### config.mk
export PLATFORM = sky130hd
export DESIGN_NAME = md_sched_ctrl
export DESIGN_NICKNAME = d
export VERILOG_FILES = /design/src/rtl/md_sched_ctrl.sv
export SDC_FILE = /design/constraint.sdc
export NUM_CORES = 1
export LEC_CHECK = 0
export BUFFER_PORTS_ARGS = -buffer_cell sky130_fd_sc_hd__buf_2
export CORE_MARGIN = 2
export CORE_UTILIZATION = 30
export CTS_BUF_LIST = sky130_fd_sc_hd__clkbuf_4
export DETAILED_ROUTE_END_ITERATION = 10
export SLEW_MARGIN = 5
export SYNTH_ARGS = -nofsm -noshare
export SYNTH_HDL_FRONTEND = slang
export SYNTH_SLANG_ARGS = --single-unit
### constraint.sdc
create_clock -name Clk -period 3.4 [get_ports Clk]
set_input_delay 1.02 -clock Clk [delete_from_list [all_inputs] [get_ports Clk]]
set_output_delay 1.02 -clock Clk [all_outputs]
set_load 0.005 [all_outputs]
### src/rtl/md_sched_ctrl.sv
// md_sched_ctrl: multiply/divide sequencer for the E stage.
// Tracks the latency of an in-flight mult/div with a two-state FSM and a
// down-counter. It raises a one-cycle HI/LO commit strobe on the last busy
// cycle and generates MDStall, which holds the D stage while an instruction
// there that touches HI/LO would race the unit.
//
// Handshake: the unit has no valid/ready pair. EStartMul/EStartDiv act as
// "valid" for a start. The unit accepts a start only in IDLE and only when
// Req is low. MDStall is the back-pressure: it keeps any HI/LO user in D
// from entering E until the cycle after HLWe, so a second start can never
// arrive while the unit is still running.
module md_sched_ctrl #(
   parameter int MUL_CYCLES = 5,
   parameter int DIV_CYCLES = 10,
   parameter int CNT_W      = 4
) (
   input  logic Clk,
   input  logic Reset,
   input  logic Req,
   input  logic EStartMul,
   input  logic EStartDiv,
   input  logic EWriteHL,
   input  logic DUsesMD,
   output logic Busy,
   output logic BusyOp,
   output logic HLWe,
   output logic MDStall,
   output logic fsm_state
);

   localparam logic IDLE = 1'b0;
   localparam logic RUN  = 1'b1;

   localparam logic [CNT_W-1:0] MUL_LOAD = CNT_W'(MUL_CYCLES);
   localparam logic [CNT_W-1:0] DIV_LOAD = CNT_W'(DIV_CYCLES);
   localparam logic [CNT_W-1:0] CNT_ONE  = CNT_W'(1);
   localparam logic [CNT_W-1:0] CNT_TWO  = CNT_W'(2);

   logic             state;
   logic [CNT_W-1:0] count;
   logic             start;
   logic [CNT_W-1:0] load_val;
   logic             unused_ewritehl;

   // mthi/mtlo has no sequential effect; its collision with a busy unit is
   // prevented upstream by MDStall.
   assign unused_ewritehl = EWriteHL;

   // Accept a new operation only when idle and not being flushed.
   always_comb begin
      start    = (EStartMul | EStartDiv) & ~Req & (state == IDLE);
      load_val = EStartDiv ? DIV_LOAD : MUL_LOAD;
   end

   // Stall D while a HI/LO user there could race a running or starting op.
   always_comb begin
      MDStall = DUsesMD & (Busy | EStartMul | EStartDiv);
   end

   assign fsm_state = state;

   // FSM, latency counter and registered Busy/BusyOp/HLWe outputs.
   always_ff @(posedge Clk or posedge Reset) begin
      if (Reset) begin
         state  <= IDLE;
         count  <= '0;
         Busy   <= 1'b0;
         BusyOp <= 1'b0;
         HLWe   <= 1'b0;
      end else begin
         case (state)
            IDLE: begin
               HLWe <= 1'b0;
               if (start) begin
                  state  <= RUN;
                  count  <= load_val;
                  Busy   <= 1'b1;
                  BusyOp <= EStartDiv;
                  // A single-cycle op commits in its only busy cycle.
                  HLWe   <= (load_val == CNT_ONE);
               end
            end
            RUN: begin
               if (count == CNT_ONE) begin
                  // Last busy cycle just ended; the commit strobe has fired.
                  state <= IDLE;
                  Busy  <= 1'b0;
                  HLWe  <= 1'b0;
               end else begin
                  count <= count - CNT_ONE;
                  // Strobe lands in the cycle where the count reads 1.
                  HLWe  <= (count == CNT_TWO);
               end
            end
            default: begin
               state <= IDLE;
               Busy  <= 1'b0;
               HLWe  <= 1'b0;
            end
         endcase
      end
   end

endmodule

# Word level (Yosys, flattened, before mapping)
# Cells that the tools add are included.
# op_classes
n_mux,13
add_sub_neg,1
n_bitwise,8
reduce_logical,3
eq_ne,6
# ops
op,count
$mux W4,3
$eq A4 B1 Y1 const B,2
$pmux W4 S2,1
$mux W1,6
$pmux W1 S2,3
$reduce_and A2 Y1,3
$eq A4 B2 Y1 const B,1
$ne A2 B2 Y1 const B,2
$sub A4 B1 Y4 const B,1
$and A1 B1 Y1,3
$or A1 B1 Y1,3
$ne A2 B1 Y1 const B,1
$not A1 Y1,2
# totals
in_bits,7
ff_bits,8
out_inout_bits,5
wordCells,36

# Longest topological paths before layout
# Gate-level depths: netlist of the first run.
# depth
depth_word,5
depth_mapped,6
depth_no_buf,6

# Worst setup path before layout of the first run
# OpenSTA, ideal clock, no wires.
# synth_path
kind,input -> output
start,input port EStartDiv
end,output port MDStall
path_slack_ps,1075
path_buffers,0
stages,1
t_required_ps,2380
arrival_ps,1305
path_cell_list,o31a_1
# synth_via
elab_chain_cells,2
# synth_lines
element,line_no,source
from (decl),21,"input logic EStartDiv,"
$or A1 B1 Y1,57,MDStall = DUsesMD & (Busy | EStartMul | EStartDiv);
$and A1 B1 Y1,57,
to (decl),27,"output logic MDStall,"
# No other way between the ends.

# Final worst setup path of the first run
# Same ends and word-level chain as after synthesis.

==> impl_metrics.json, run 1 <==
{
  "cts_hold_buf": 0,
  "end_kind": "output pin",
  "finalCritPeriodShare_pct": 76.6,
  "drive_gt1_share_pct": 30.5,
  "fin_area_um2": 561,
  "wl_per_cell_um": 12.5,
  "row_count": 14,
  "final_util_pct": 37.2,
  "yosys_warnings": 0,
  "htree_levels": 1,
  "finalClockSkew_ns": 0.00778,
  "clock-sinks": 8,
  "grt_overflow": 0,
  "crit_required_ns": 2.38,
  "timing.fmax_mhz": 384,
  "critPathMaxStageDelay_ns": 0.29,
  "combPwrFrac_pct": 44.4,
  "io_buffers": 10,
  "worstPathMaxFanout": 8,
  "nNetsFinal": 71,
  "criticalPathCategory": "primary input to output pin",
  "io_pins": 12,
  "leakage_nw": 0.262,
  "layout_common_cells": "buf_2, dfrtp_1, inv_1, nand2_1",
  "power.clock.fraction_pct": 15.2,
  "cts_buffers": 3,
  "run_status": "completed",
  "cellPowerDensity_nw_per_um2": 876,
  "drtIter0Drc": 10,
  "grt_pass1_wl_mm": 1.44,
  "maxSlewViolCount": 0,
  "crit_arrival_ns": 1.58,
  "final_common_cell": "buf_2",
  "drtPass1Iterations": 4,
  "grt_max_degree": 10,
  "holdWs_ns": 0.487,
  "antenna_found_initial": 0,
  "p_sw_share_pct": 40.0,
  "vias": 390,
  "remaining_drc_errors": 0,
  "period_minus_slack_ns": 2.60,
  "critPathLaunchType": "primary input",
  "multi_input_area_um2": 249,
  "cap_violations": 0,
  "ant_nets": 0,
  "cts_root_buffer": "clkbuf_4",
  "p_sw_mw": 0.196,
  "slew_headroom_pct": 77.3,
  "placedCellCount": 72,
  "max-vdd-ir-drop_v": 0.000323,
  "cts_resized": 0,
  "drt_wl_total_um": 935,
  "synth_fp_nets": 57,
  "synth_cell_types": 23,
  "tns_ns": 0,
  "area_growth_pct": 17.0,
  "worst_slack_ns": 0.796,
  "post_cts_buffers": 0,
  "cpMostUsedCell": "buf_2",
  "vias_per_cell": 5.20,
  "antennaDiodeCount": 0,
  "syn_inst": 47,
  "core_um2": 1510,
  "grt_pass1_vias": 342,
  "stdcell_count": 75,
  "pwr-share-seq_pct": 40.5,
  "dp.final_hpwl_um": 680,
  "grt_setup_unrepaired": "no",
  "internal-power_mw": 0.295,
  "clk_pin_slew_ns": 0.05,
  "avgSynthCellArea_um2": 10.2,
  "cpLargestDelayFamily": "compound AO/OA/AOI/OAI gates",
  "hp-class": "register to register",
  "worst_pin_slew_ns": 0.339,
  "finalSetupViolations": 0,
  "finalHoldViolCount": 0,
  "crit_buf_inv": 2,
  "die-area_um2": 1930,
  "pre_cts_slack_ns": 0.793,
  "gp_congestion": 0.733,
  "placed_area_um2": 538,
  "synth_seq_area_share_pct": 41.8,
  "seq_area_um2": 200,
  "p_total_mw": 0.491,
  "fillers": 150,
  "crit_path_cell_trace": "buf_2, o31a_1, buf_2",
  "cts_tree": "yes",
  "clockBufferDepth": 2,
  "die-width_um": 44.0,
  "start_util_pct": 31.8,
  "slowest_stage": "o31a_1",
  "fp.dieH_um": 44.0,
  "clock_latency_ns": 0.26,
  "ys_ff_latch": 8,
  "netlist_area_um2": 479,
  "grt.total_usage_pct": 11.0
}
-- routing by layer --
metal,global-route usage [%],up-vias,wire (µm)
met5,0,-,0
met4,7.27,0,23
met3,6.25,2,68
met2,15.9,16,426
met1,12.3,181,417
li1,-,191,-
-- state kept, by name, summed over array words and instances (netlist names) --
name       flops
BusyOp         1
fsm_state      1
count          4
HLWe           1
Busy           1
-- power by group through the flow --
| stage | Clock, mW | Combinational [mW] | Sequential (mW) |
|---|---|---|---|
| final | 0.0744 | 0.218 | 0.199 |
| after global routing | 0.0808 | 0.245 | 0.207 |
| after CTS | 0.0765 | 0.218 | 0.198 |
| after detailed placement | 0 | 0.218 | 0.200 |
| after global placement | 0 | 0.212 | 0.199 |
| after floorplan | 0 | 0.183 | 0.184 |
-- worst paths after layout --
kind	slack, ns	depth (start not counted)	startpoint	endpoint
max in group asynchronous	2.45	2	Reset	count[3]$_DFFE_PP0P_
hold / removal	0.49	1	BusyOp$_DFFE_PP0P_	BusyOp$_DFFE_PP0P_
setup / recovery	0.80	3	EStartDiv	MDStall
hold reg to reg	0.49	1	BusyOp$_DFFE_PP0P_	BusyOp$_DFFE_PP0P_
min in group asynchronous	0.70	2	Reset	fsm_state$_DFF_PP0_
setup reg to reg	1.87	6	count[1]$_DFFE_PP0P_	count[1]$_DFFE_PP0P_
-- cells in the mapped netlist --
master,number,area [µm²]
a221oi_2,1,15.0
ha_1,3,37.5
buf_6,1,11.3
o21ai_1,1,5.00
o21ai_0,2,10.0
nor2_4,1,11.3
or2_1,1,6.26
xnor2_1,3,26.3
nor4_1,1,6.26
o31a_1,1,8.76
a32oi_1,1,8.76
dfrtp_1,8,200
inv_1,5,18.8
a21boi_0,1,7.51
nand2_1,5,18.8
o22ai_1,2,12.5
a21oi_1,2,10.0
a22o_1,1,8.76
nor3b_4,1,18.8
nor3_1,1,5.00
nor2_1,3,11.3
o22ai_2,1,12.5
a21o_2,1,8.76
-- kinds of logic (layout without fill, tap and decap cells) --
logic type / count (synthesis) / in the layout / share of synthesized area (%)
AO/OA/AOI/OAI: 14 / 14 / 22.5
AND/OR/NAND/NOR: 13 / 13 / 16.2
flip-flops: 8 / 8 / 41.8
buffers and inverters: 6 / 18 / 6.27
adder cells (fa/ha/maj): 3 / 3 / 7.83
XOR/XNOR: 3 / 3 / 5.48
-- area by class of cell --
cell class / instances / area share [%]
tap: 16 / 3.57
clock buffer: 3 / 4.02
inverter: 5 / 3.35
sequential: 8 / 35.7
multi-input combinational: 33 / 44.4
timing repair buffer: 10 / 8.93
Note: power is estimated with default switching activity, not from simulation.
==> inputs of run 2 (changes only) <==
Settings changed: ABC_AREA from default to 1.
Clock period 3.4 ns to 2.1 ns, I/O delays scaled along.
==> impl_metrics.json, run 2 <==
{
  "run_status": "completed",
  "crit_path_cell_trace": "buf_2, o31a_1, buf_2",
  "grt_max_degree": 9,
  "cap_violations": 0,
  "dp.final_hpwl_um": 633,
  "critPathMaxStageDelay_ns": 0.28,
  "ys_top_cells_by_count": "nand2_1, dfrtp_1, inv_1",
  "clk_pin_slew_ns": 0.06,
  "slowest_stage": "o31a_1",
  "synth_seq_area_share_pct": 45.1,
  "rr_startpoint": "count[1]$_DFFE_PP0P_",
  "start_util_pct": 32.9,
  "clock-sinks": 8,
  "ys_ff_latch": 8,
  "crit_required_ns": 1.47,
  "finalCritPeriodShare_pct": 85.3,
  "criticalPathCategory": "primary input to output pin",
  "worst_slack_ns": 0.308,
  "synth_cell_types": 16,
  "antenna_found_initial": 0,
  "ys_async_sr_fraction_pct": 100,
  "cts_hold_buf": 0,
  "yosys_warnings": 0,
  "syn_inst": 52,
  "synth_edf_count": 0,
  "io_buffers": 10,
  "synth_area_leader_cell": "dfrtp_1",
  "timing.fmax_mhz": 558,
  "cts_buffers": 3,
  "fp.dieH_um": 42.5,
  "drtPass1Iterations": 4,
  "drtIter0Drc": 8,
  "cts_resized": 0,
  "synth_top_area_share_pct": 45.1,
  "wl_per_cell_um": 10.2,
  "finalClockSkew_ns": 0.0103,
  "cellPowerDensity_nw_per_um2": 1470,
  "finalSetupViolations": 0,
  "htree_levels": 1,
  "crit_arrival_ns": 1.16,
  "holdWs_ns": 0.308,
  "die-area_um2": 1800,
  "remaining_drc_errors": 0,
  "core_um2": 1350,
  "io_pins": 12,
  "reg2reg_to": "count[0]$_DFFE_PP0P_",
  "grt_overflow": 0,
  "clock_latency_ns": 0.26,
  "drive_gt1_share_pct": 29.2,
  "synthMostInstantiatedCell": "nand2_1",
  "leakage_nw": 0.285,
  "regMostFlops": "count",
  "hp-class": "primary input to async pin",
  "largest_reg_flops": 4,
  "worst_pin_slew_ns": 0.320,
  "synth_fp_nets": 62,
  "final_common_cell": "nand2_1",
  "antennaDiodeCount": 0,
  "max-vdd-ir-drop_v": 0.000624,
  "maxSlewViolCount": 0,
  "cts_tree": "yes",
  "reg2reg_slack_ns": 0.87,
  "slew_headroom_pct": 78.6,
  "vias_per_cell": 4.83,
  "nNetsFinal": 77,
  "vias": 386,
  "layout_common_cells": "nand2_1, buf_2, dfrtp_1",
  "cts_root_buffer": "clkbuf_4",
  "post_cts_buffers": 0,
  "finalHoldViolCount": 0,
  "yosys-top-cells-area": "dfrtp_1, nand2_1, ha_1",
  "synth_top_flop_cell": "dfrtp_1",
  "row_count": 13,
  "gp_congestion": 0.750,
  "tns_ns": 0,
  "end_kind": "output pin",
  "grt.total_usage_pct": 12.4,
  "pre_cts_slack_ns": 0.306,
  "die-width_um": 42.5,
  "grt_pass1_wl_mm": 1.59,
  "cpMostUsedCell": "buf_2",
  "critPathLaunchType": "primary input",
  "avgSynthCellArea_um2": 8.54,
  "worstPathMaxFanout": 3,
  "clockBufferDepth": 2,
  "drt_wl_total_um": 818,
  "period_minus_slack_ns": 1.79,
  "area_growth_pct": 20.6,
  "ant_nets": 0,
  "grt_pass1_vias": 360,
  "worstRegToRegCells": 7,
  "grt_setup_unrepaired": "no",
  "netlist_area_um2": 444
}
[run 2: cell count changes in the layout (fill, tap and decap cells not counted), moves of 2 or more]
| cell | change |
|---|---|
| o22ai_1 | -2 |
| o21ai_1 | +2 |
| inv_2 | +2 |
| nand3_1 | +5 |
| xnor2_1 | -3 |
| nand2_1 | +6 |
[run 2: critical path: cells and delay by family]
family	cells	cell delay, ns
buffers and inverters	2	0.25
AOI/OAI and AO/OA	1	0.28
[run 2: cell type report]
| cell class | count | area [µm²] |
|---|---|---|
| tap | 15 | 18.8 |
| fill | 139 | 815 |
| clock buffer | 3 | 22.5 |
| multi-input combinational | 36 | 214 |
| timing repair buffer | 10 | 50.0 |
| inverter | 8 | 30.0 |
| sequential | 8 | 200 |
[run 2: layer usage]
layer,share of wire [%],up-vias,track usage (%)
met1,44,174,13.9
met2,48,14,19.4
met3,7.2,3,7.76
li1,-,195,-
met4,0.98,0,3.75
met5,0,-,0
[run 2: how the worst max path moves through the flow]
stage | from | endpoint | slack, ns | cells after the start
finish | EStartDiv | MDStall | 0.31 | 3
global route | EStartDiv | MDStall | 0.29 | 3
CTS | EStartDiv | MDStall | 0.30 | 3
detailed placement | EStartDiv | MDStall | 0.31 | 3
global placement | EStartDiv | MDStall | 0.31 | 3
floorplan | EStartDiv | MDStall | 0.56 | 1
[run 2: cell families (layout without fill, tap and decap cells)]
kind of cell    after synthesis  count (layout)  synth area share, %
compound gates                9               9                 13.5
buf+inv                       8              21                 6.76
fa+ha+maj                     3               3                 8.45
flops                         8               8                 45.1
simple gates                 24              24                 26.2
[run 2: where the power goes]
part	internal [mW]	leakage, nW	switching [mW]
logic	0.150	0.175	0.227
clock network	0.0654	0.0138	0.0530
registers	0.228	0.0961	0.0626
total	0.443	0.285	0.342
[run 2: stage by stage]
stage	instances	util, %	total power, mW	area, µm²
global placement	77	38.0	0.662	513
global route	80	39.7	0.886	536
detailed placement	77	38.0	0.672	513
floorplan	52	-	0.568	444
finish	80	39.7	0.786	536
CTS	80	39.7	0.794	536
